## config.mk

```make
export PLATFORM = sky130hd
export DESIGN_NAME = poly_sweep_ctrl_flat
export DESIGN_NICKNAME = d
export VERILOG_FILES = /design/src/rtl/poly_sweep_ctrl_if.sv /design/src/rtl/poly_sweep_ctrl.sv /design/src/flat_wrapper.sv
export SDC_FILE = /design/constraint.sdc
export NUM_CORES = 1
export LEC_CHECK = 0
export ABC_CLOCK_PERIOD_IN_PS = 3100
export CAP_MARGIN = 20
export CORE_UTILIZATION = 35
export DETAILED_ROUTE_END_ITERATION = 8
export SETUP_SLACK_MARGIN = 0.4
export SYNTH_ARGS = -nofsm -noshare
export SYNTH_HDL_FRONTEND = slang
export SYNTH_SLANG_ARGS = --single-unit
```

## constraint.sdc

```tcl
create_clock -name clk0 -period 3.1 [get_ports clk0]
set_clock_uncertainty 0.15 [all_clocks]
set_input_delay 0.93 -clock clk0 [delete_from_list [all_inputs] [get_ports clk0]]
set_output_delay 0.93 -clock clk0 [all_outputs]
set_load 0.005 [all_outputs]
```

## src/rtl/poly_sweep_ctrl_if.sv

```systemverilog
// Evaluator job port and result stream for poly_sweep_ctrl, bundled as one interface.
// master = sweep controller side, slave = evaluator plus downstream consumer side.
interface poly_sweep_ctrl_if #(
  parameter int W  = 16,
  parameter int CW = 8
) ();
  logic          eval_start;
  logic [W-1:0]  eval_x;
  logic          eval_done;
  logic [W-1:0]  eval_result;
  logic          out_valid;
  logic          out_ready;
  logic [CW-1:0] out_idx;
  logic [W-1:0]  out_x;
  logic [W-1:0]  out_y;

  modport master (
    output eval_start, eval_x, out_valid, out_idx, out_x, out_y,
    input  eval_done, eval_result, out_ready
  );

  modport slave (
    input  eval_start, eval_x, out_valid, out_idx, out_x, out_y,
    output eval_done, eval_result, out_ready
  );
endinterface

```

## src/rtl/poly_sweep_ctrl.sv

```systemverilog
// Sweep sequencer: issues one evaluator job per X = first + i*step and streams (idx, x, y).
// Optional macro SWEEP_TIMEOUT_EN adds a WAIT watchdog that aborts to IDLE with a sticky err.
module poly_sweep_ctrl #(
  parameter int W              = 16,
  parameter int CW             = 8,
  parameter int TIMEOUT_CYCLES = 255
) (
  input  logic                  clk0,
  input  logic                  rst0,
  input  logic                  go,
  input  logic                  abort,
  input  logic [W-1:0]          x_first,
  input  logic [W-1:0]          x_step,
  input  logic [CW-1:0]         count,
  poly_sweep_ctrl_if.master     bus,
  output logic                  busy,
  output logic                  finished,
  output logic                  err
);

  typedef enum logic [1:0] {IDLE, ISSUE, WAIT, PUSH} state_t;

  state_t        state, state_nxt;
  logic [W-1:0]  x_cur, step_q;
  logic [CW-1:0] remaining, idx;
  logic [CW-1:0] out_idx_q;
  logic [W-1:0]  out_x_q, out_y_q;
  logic          fin_q;
  logic          go_ok, start_sweep, handshake, last_beat, capture, timeout;

  assign go_ok       = (state == IDLE) && go && !abort;
  assign start_sweep = go_ok && (count != '0);
  assign handshake   = (state == PUSH) && bus.out_ready && !abort;
  assign last_beat   = handshake && (remaining == CW'(1));
  assign capture     = (state == WAIT) && bus.eval_done && !abort;

`ifdef SWEEP_TIMEOUT_EN
  localparam int TW = $clog2(TIMEOUT_CYCLES + 1);
  logic [TW-1:0] wd_cnt;

  // Counter is held at zero outside WAIT, so it is always fresh on WAIT entry.
  assign timeout = (state == WAIT) && !bus.eval_done && (wd_cnt == TW'(TIMEOUT_CYCLES - 1));

  always_ff @(posedge clk0 or negedge rst0) begin
    if (!rst0) begin
      wd_cnt <= '0;
      err    <= 1'b0;
    end else begin
      wd_cnt <= (state == WAIT) ? wd_cnt + TW'(1) : '0;
      if (go_ok)                  err <= 1'b0;
      else if (timeout && !abort) err <= 1'b1;
    end
  end
`else
  localparam int unused_timeout_cycles = TIMEOUT_CYCLES;
  assign timeout = 1'b0;
  assign err     = 1'b0;
`endif

  always_ff @(posedge clk0 or negedge rst0) begin
    if (!rst0) state <= IDLE;
    else       state <= state_nxt;
  end

  // NOTE: every variable assigned in always_comb gets a default first, so no path infers a latch.
  always_comb begin
    state_nxt = state;
    case (state)
      IDLE:  if (start_sweep) state_nxt = ISSUE;
      ISSUE: state_nxt = WAIT;
      WAIT: begin
        if (bus.eval_done) state_nxt = PUSH;
        else if (timeout)  state_nxt = IDLE;
      end
      PUSH:  if (bus.out_ready) state_nxt = (remaining == CW'(1)) ? IDLE : ISSUE;
      default: state_nxt = IDLE;
    endcase
    if (abort) state_nxt = IDLE;
  end

  // NOTE: state registers use non-blocking assignments so every flop samples pre-edge values.
  always_ff @(posedge clk0 or negedge rst0) begin
    if (!rst0) begin
      x_cur     <= '0;
      step_q    <= '0;
      remaining <= '0;
      idx       <= '0;
      out_idx_q <= '0;
      out_x_q   <= '0;
      out_y_q   <= '0;
      fin_q     <= 1'b0;
    end else begin
      fin_q <= go_ok && (count == '0);
      if (start_sweep) begin
        x_cur     <= x_first;
        step_q    <= x_step;
        remaining <= count;
        idx       <= '0;
      end else if (handshake) begin
        remaining <= remaining - CW'(1);
        idx       <= idx + CW'(1);
        x_cur     <= x_cur + step_q;
      end
      if (capture) begin
        out_idx_q <= idx;
        out_x_q   <= x_cur;
        out_y_q   <= bus.eval_result;
      end
    end
  end

  assign bus.eval_start = (state == ISSUE);
  assign bus.eval_x     = x_cur;
  assign bus.out_valid  = (state == PUSH);
  assign bus.out_idx    = out_idx_q;
  assign bus.out_x      = out_x_q;
  assign bus.out_y      = out_y_q;
  assign busy           = (state != IDLE);
  // The last-beat term makes finished coincide with the final handshake.
  assign finished       = fin_q | last_beat;

endmodule

```

## src/flat_wrapper.sv

```systemverilog
// flat-port wrapper written by rule: the top's interface ports become plain ports
module poly_sweep_ctrl_flat 
#(
  parameter int W              = 16,
  parameter int CW             = 8,
  parameter int TIMEOUT_CYCLES = 255
)
  (clk0, rst0, go, abort, x_first, x_step, count, busy, finished, err, bus_eval_start, bus_eval_x, bus_out_valid, bus_out_idx, bus_out_x, bus_out_y, bus_eval_done, bus_eval_result, bus_out_ready);
  poly_sweep_ctrl_if #(.W(W), .CW(CW)) bus_i ();
  input  logic clk0;
  input  logic rst0;
  input  logic go;
  input  logic abort;
  input  logic [W-1:0] x_first;
  input  logic [W-1:0] x_step;
  input  logic [CW-1:0] count;
  output logic busy;
  output logic finished;
  output logic err;
  output wire logic [$bits(bus_i.eval_start)-1:0] bus_eval_start;
  output wire logic [$bits(bus_i.eval_x)-1:0] bus_eval_x;
  output wire logic [$bits(bus_i.out_valid)-1:0] bus_out_valid;
  output wire logic [$bits(bus_i.out_idx)-1:0] bus_out_idx;
  output wire logic [$bits(bus_i.out_x)-1:0] bus_out_x;
  output wire logic [$bits(bus_i.out_y)-1:0] bus_out_y;
  input wire logic [$bits(bus_i.eval_done)-1:0] bus_eval_done;
  input wire logic [$bits(bus_i.eval_result)-1:0] bus_eval_result;
  input wire logic [$bits(bus_i.out_ready)-1:0] bus_out_ready;
  assign bus_eval_start = bus_i.eval_start;
  assign bus_eval_x = bus_i.eval_x;
  assign bus_out_valid = bus_i.out_valid;
  assign bus_out_idx = bus_i.out_idx;
  assign bus_out_x = bus_i.out_x;
  assign bus_out_y = bus_i.out_y;
  assign bus_i.eval_done = bus_eval_done;
  assign bus_i.eval_result = bus_eval_result;
  assign bus_i.out_ready = bus_out_ready;
  poly_sweep_ctrl #(.W(W), .CW(CW), .TIMEOUT_CYCLES(TIMEOUT_CYCLES)) u_core (.clk0(clk0), .rst0(rst0), .go(go), .abort(abort), .x_first(x_first), .x_step(x_step), .count(count), .bus(bus_i), .busy(busy), .finished(finished), .err(err));
endmodule
```

* After elaboration in Yosys (flattened, before gate mapping)
Cells that the tools add are included.
** Word-level totals
- Bits in registers :: 91
** Cells by class
- $add $sub $neg :: 3
- Equality and inequality tests :: 7
- Mux-type cells :: 12
- Bitwise operators :: 1
- Reductions and logical operators :: 16
** Operators by type and width (count)
- two-way mux 16 bit :: 2
- two-way mux 8 bit :: 4
- adder 16 bit :: 1
- logical AND 1 bit :: 9
- adder 8 x 1 -> 8 bit, second input constant :: 1
- equality test 8 x 1 -> 1 bit, second input constant :: 1
- logical NOT 8 bit :: 1
- two-way mux 2 bit :: 4
- one-hot mux 2 bit (4 select lines) :: 1
- nonzero test 8 bit :: 1
- subtractor 8 x 1 -> 8 bit, second input constant :: 1
- != test 3 x 2 -> 1 bit, second input constant :: 2
- equality test 2 bit, second input constant :: 2
- nonzero test 2 bit :: 2
- != test 3 bit, second input constant :: 1
- AND reduction 3 bit :: 1
- equality test 2 x 1 -> 1 bit, second input constant :: 1
- logical NOT 2 bit :: 1
- logical NOT 1 bit :: 1
- two-way mux 1 bit :: 1
- bitwise OR 1 bit :: 1

* Longest topological paths before layout
- Depth in word-level cells :: 7
- Mapped depth :: 9

* Worst setup path after synthesis
OpenSTA, ideal clock, no wires.
- Path type :: input to output
- From :: input port abort
- To :: output port finished
- Data arrival time :: 1.608 ns
- Slack :: 0.412 ns
- Stages :: 3
- Path buffers :: 1
- Cell sequence :: nand3b_2 > clkbuf_1 > o21bai_1
** On the way
- Word-level cells in the longest chain between the ends :: 4
** Ends and longest elaborated chain
- start, declared :: RTL line flat_wrapper.sv:13 : input logic abort;
- logical NOT 1 bit :: RTL line poly_sweep_ctrl.sv:33 : assign handshake = (state == PUSH) && bus.out_ready && !abort;
- logical AND 1 bit :: RTL line poly_sweep_ctrl.sv:33
- logical AND 1 bit :: RTL line poly_sweep_ctrl.sv:34 : assign last_beat = handshake && (remaining == CW'(1));
- bitwise OR 1 bit :: RTL line poly_sweep_ctrl.sv:120 : assign finished = fin_q | last_beat;
- end, declared :: RTL line flat_wrapper.sv:18 : output logic finished;
Every way passes these cells.

* Final worst setup path
- From :: input port bus_out_ready
- To :: output port finished
** On the way
- Word-level cells in the longest chain between the ends :: 4
** Ends and longest elaborated chain
- start, declared :: RTL line flat_wrapper.sv:28 : input wire logic [$bits(bus_i.out_ready)-1:0] bus_out_ready;
- logical AND 1 bit (2 in a row) :: RTL line poly_sweep_ctrl.sv:33
- logical AND 1 bit :: RTL line poly_sweep_ctrl.sv:34
- bitwise OR 1 bit :: RTL line poly_sweep_ctrl.sv:120
Every way passes these cells.

==> flow_results.xml <==
<?xml version="1.0" encoding="UTF-8"?>
<metrics>
  <group name="status">
    <metric name="run_status" unit="">finished, final reports clean</metric>
  </group>
  <group name="grt">
    <metric name="grtUsageTotal" unit="">0.169</metric>
    <metric name="grt_pass1_vias" unit="">3664</metric>
    <metric name="grt_max_degree" unit="">69</metric>
    <metric name="gr-total-overflow" unit="">0</metric>
    <metric name="antenna_found_initial" unit="">0</metric>
    <metric name="grt_first_pass_wirelength" unit="mm">17.7</metric>
  </group>
  <group name="logic_synthesis">
    <metric name="synth_simple_gate_area_frac" unit="">0.157</metric>
    <metric name="post_synthesis_cell_type_with_the_largest_combined_area" unit="">sky130_fd_sc_hd__dfrtp_1</metric>
    <metric name="synth_compound_gate_area_share" unit="">0.116</metric>
    <metric name="main_area_contributors_after_synthesis" unit="">sky130_fd_sc_hd__dfrtp_1 49%, sky130_fd_sc_hd__mux2_2 9.7%, sky130_fd_sc_hd__nand2_1 7.2%</metric>
    <metric name="synth.ff_latch_count" unit="">91</metric>
    <metric name="muxShareOfSynthArea" unit="">0.0973</metric>
    <metric name="total_nets_after_synthesis" unit="">530</metric>
    <metric name="share_of_the_synthesized_area_in_the_top_cell_type" unit="">0.492</metric>
    <metric name="count_of_flip_flops_with_a_built_in_enable_after_synthesis" unit="">0</metric>
    <metric name="synth_top_family_by_area" unit="">simple AND/OR/NAND/NOR gates</metric>
    <metric name="synthFlopType" unit="">sky130_fd_sc_hd__dfrtp_1</metric>
    <metric name="synth.yosys.seq_area_share" unit="">0.492</metric>
    <metric name="asyncSetResetFlopFracSynth" unit="">1.00</metric>
    <metric name="avgSynthCellArea" unit="um^2">10.4</metric>
    <metric name="yosysUniqueCellTypes" unit="">53</metric>
    <metric name="synthAdderAreaFrac" unit="">0.0638</metric>
    <metric name="synth_cells" unit="">445</metric>
    <metric name="post_synth_xor_area_fraction" unit="">0.0473</metric>
    <metric name="post_synth_instance_area" unit="um^2">4630</metric>
    <metric name="synth-warning-count" unit="">0</metric>
  </group>
  <group name="routing">
    <metric name="drcViolationCount" unit="">0</metric>
    <metric name="detailedRoute.firstPassIterationCount" unit="">5</metric>
    <metric name="route.final.wire_length" unit="mm">10.9</metric>
    <metric name="post_drt_via_cell_ratio" unit="">4.93</metric>
    <metric name="detail_route.wl_per_cell" unit="um">14.5</metric>
    <metric name="drt_iter0_drc" unit="">102</metric>
    <metric name="routed-via-count" unit="">3695</metric>
    <metric name="antenna_left" unit="">0</metric>
  </group>
  <group name="clock_tree">
    <metric name="h-tree-depth" unit="">3</metric>
    <metric name="clock_latency" unit="ns">0.35</metric>
    <metric name="cts_hold_buf" unit="">0</metric>
    <metric name="clk_path_buf_depth" unit="">2</metric>
    <metric name="cts_root_buffer" unit="">sky130_fd_sc_hd__clkbuf_16</metric>
    <metric name="cts_tree" unit="">yes</metric>
    <metric name="cts.reportedPaths.clkPinSlew" unit="ns">0.07</metric>
    <metric name="cts.sinks" unit="">91</metric>
    <metric name="tritoncts.num_buffers" unit="">9</metric>
  </group>
  <group name="sta">
    <metric name="rsz0062_at_grt" unit="">yes</metric>
    <metric name="finalCriticalPeriod" unit="ns">2.64</metric>
    <metric name="min_period_over_period" unit="">0.850</metric>
    <metric name="slew-limit-headroom" unit="">0.624</metric>
    <metric name="final_hold_viol_count" unit="">0</metric>
    <metric name="setup_total_negative_slack" unit="ns">0</metric>
    <metric name="tightestPinTransition" unit="ns">0.564</metric>
    <metric name="finalSetupViolCount" unit="">0</metric>
    <metric name="fmaxAchievable" unit="MHz">379</metric>
    <metric name="report.final.slew_viol_count" unit="">0</metric>
  </group>
  <group name="worst_setup_path">
    <metric name="endpoint_type_of_the_worst_setup_path" unit="">output port</metric>
    <metric name="worstSetupPathType" unit="">in -&gt; out</metric>
    <metric name="setup.worst_path.start_class" unit="">input port</metric>
    <metric name="critical_path_peak_fanout" unit="">3</metric>
    <metric name="timing.critical_path.arrival" unit="ns">1.56</metric>
    <metric name="required" unit="ns">2.02</metric>
  </group>
  <group name="final_layout">
    <metric name="stdcell_area" unit="um^2">6530</metric>
    <metric name="area_growth_syn_to_layout" unit="%">41.1</metric>
    <metric name="diodes" unit="">0</metric>
    <metric name="final_common_cell" unit="">sky130_fd_sc_hd__clkdlybuf4s50_1</metric>
    <metric name="number_of_nets_in_the_layout" unit="">658</metric>
    <metric name="layout.cells.most_common_list" unit="">117 x sky130_fd_sc_hd__clkdlybuf4s50_1, 90 x sky130_fd_sc_hd__dfrtp_1, 89 x sky130_fd_sc_hd__nand2_1, 40 x sky130_fd_sc_hd__mux2_2, 27 x sky130_fd_sc_hd__nor2_1</metric>
    <metric name="drive_above_1_share" unit="">0.164</metric>
  </group>
  <group name="power_and_ir_drop">
    <metric name="p_leak" unit="nW">2.89</metric>
    <metric name="pwr_density_cell" unit="nW/um^2">961</metric>
    <metric name="vdd_drop_max" unit="uV">466</metric>
  </group>
  <group name="placed_design">
    <metric name="detail_placement_hpwl" unit="mm">7.92</metric>
    <metric name="quantity_of_i_o_buffers_inserted_on_ports" unit="">121</metric>
    <metric name="placed_area" unit="um^2">6100</metric>
    <metric name="place.gp.congestion" unit="">0.813</metric>
  </group>
  <group name="floorplanning">
    <metric name="rows" unit="">41</metric>
    <metric name="die_height" unit="um">117</metric>
    <metric name="ioPinCount" unit="">123</metric>
    <metric name="floorplan.core_area" unit="um^2">12800</metric>
    <metric name="design.die.area" unit="um^2">13700</metric>
    <metric name="die_w" unit="um">117</metric>
    <metric name="initial_core_util" unit="">0.362</metric>
  </group>
  <group name="min_path">
    <metric name="hold_path_class" unit="">in -&gt; async</metric>
  </group>
  <group name="flow_run">
    <metric name="max_cap_viol_count" unit="">0</metric>
  </group>
</metrics>
[sequential cells by signal, summed over array words and instances, names as in the netlist, 2 cells and up]
name and count:
u_core.bus.eval_x 16, u_core.bus.out_idx 8, u_core.bus.out_x 16, u_core.bus.out_y 16
u_core.idx 8, u_core.remaining 8, u_core.state 2, u_core.step_q 16
[per-stage QoR]
step | worst slack (ns) | hold slack (ns) | power, mW | cells | utilization
2_1_floorplan | 0.412 | 0.300 | 3.77 | 445 | -
3_3_place_gp | -0.191 | 0.314 | 4.84 | 731 | 0.478
3_5_place_dp | -0.204 | 0.322 | 4.94 | 731 | 0.478
4_1_cts | 0.404 | 0.334 | 6.21 | 748 | 0.505
5_1_grt | 0.387 | 0.350 | 6.79 | 750 | 0.511
6_report | 0.465 | 0.332 | 6.27 | 750 | 0.511
[timing repair]
action / in CTS / in global routing
cloned: 0 / 0
setup buffers: 1 / 2
setup endpoints to repair: 3 / 6
pin swaps: 2 / 4
gates resized for setup: 10 / 11
[cell families (layout without fill, tap and decap cells)]
kind of cell	Yosys count	count (layout)
buffers and inverters	29	162
AOI/OAI and AO/OA	80	80
DFF	91	91
xor gates and xnor gates	25	25
muxes	40	40
adders and majority gates	23	23
and+or+nand+nor	156	156
other	1	1
[metal layers]
layer | wire length [um] | up-vias | global-route usage
met5 | 0 | - | 0
met2 | 5270 | 95 | 0.283
met3 | 600 | 7 | 0.0572
li1 | - | 1800 | -
met4 | 100 | 0 | 0.0405
met1 | 4920 | 1793 | 0.211
[critical path, stage by stage]
cell	delay (ns)
sky130_fd_sc_hd__dlygate4sd2_1	0.27
sky130_fd_sc_hd__nand3b_4	0.09
sky130_fd_sc_hd__o21bai_1	0.13
sky130_fd_sc_hd__buf_2	0.13
[layout make-up]
cell class | count | area (um^2)
Clock buffer | 10 | 239
Clock inverter | 6 | 95.1
Tap cell | 172 | 215
Timing Repair Buffer | 135 | 1350
Inverter | 11 | 41.3
Multi-Input combinational cell | 325 | 2320
Sequential cell | 91 | 2280
Fill cell | 1134 | 6240
[cells in the mapped netlist, drive strengths merged (2+ instances only)]
cell type and count:
nand2 89, nand4 3, xnor2 14, xor2 11, nand3b 3, o21a 4, a31oi 4, nor3 5
dfrtp 91, nor2 27, ha 22, nand3 12, mux2 40, clkbuf 7, o211ai 4, o21ai 23
a21oi 28, nor4 5, buf 11, and3 4, o311a 2, a21o 3, nor3b 2, a311oi 2
inv 11
[report_power, final]
| group | internal [mW] | switching, mW |
|---|---|---|
| clock network | 0.736 | 0.470 |
| registers | 1.64 | 0.369 |
| logic | 1.65 | 1.41 |
[final timing paths]
path	endpoint	slack, ns	cells after the start	from
worst max-delay path	finished	0.46	4	bus_out_ready
worst min register to register	u_core.step_q[3]	0.33	2	u_core.step_q[3]
worst max register to register	u_core.bus.eval_x[10]	0.50	9	u_core.bus.eval_x[0]
min in group clk0	u_core.step_q[3]	0.33	2	u_core.step_q[3]
worst min-delay path	u_core.bus.out_x[14]	0.33	1	rst0
max in group asynchronous	u_core.bus.out_idx[4]	1.79	2	rst0
Note: power is estimated with default switching activity, not from simulation.
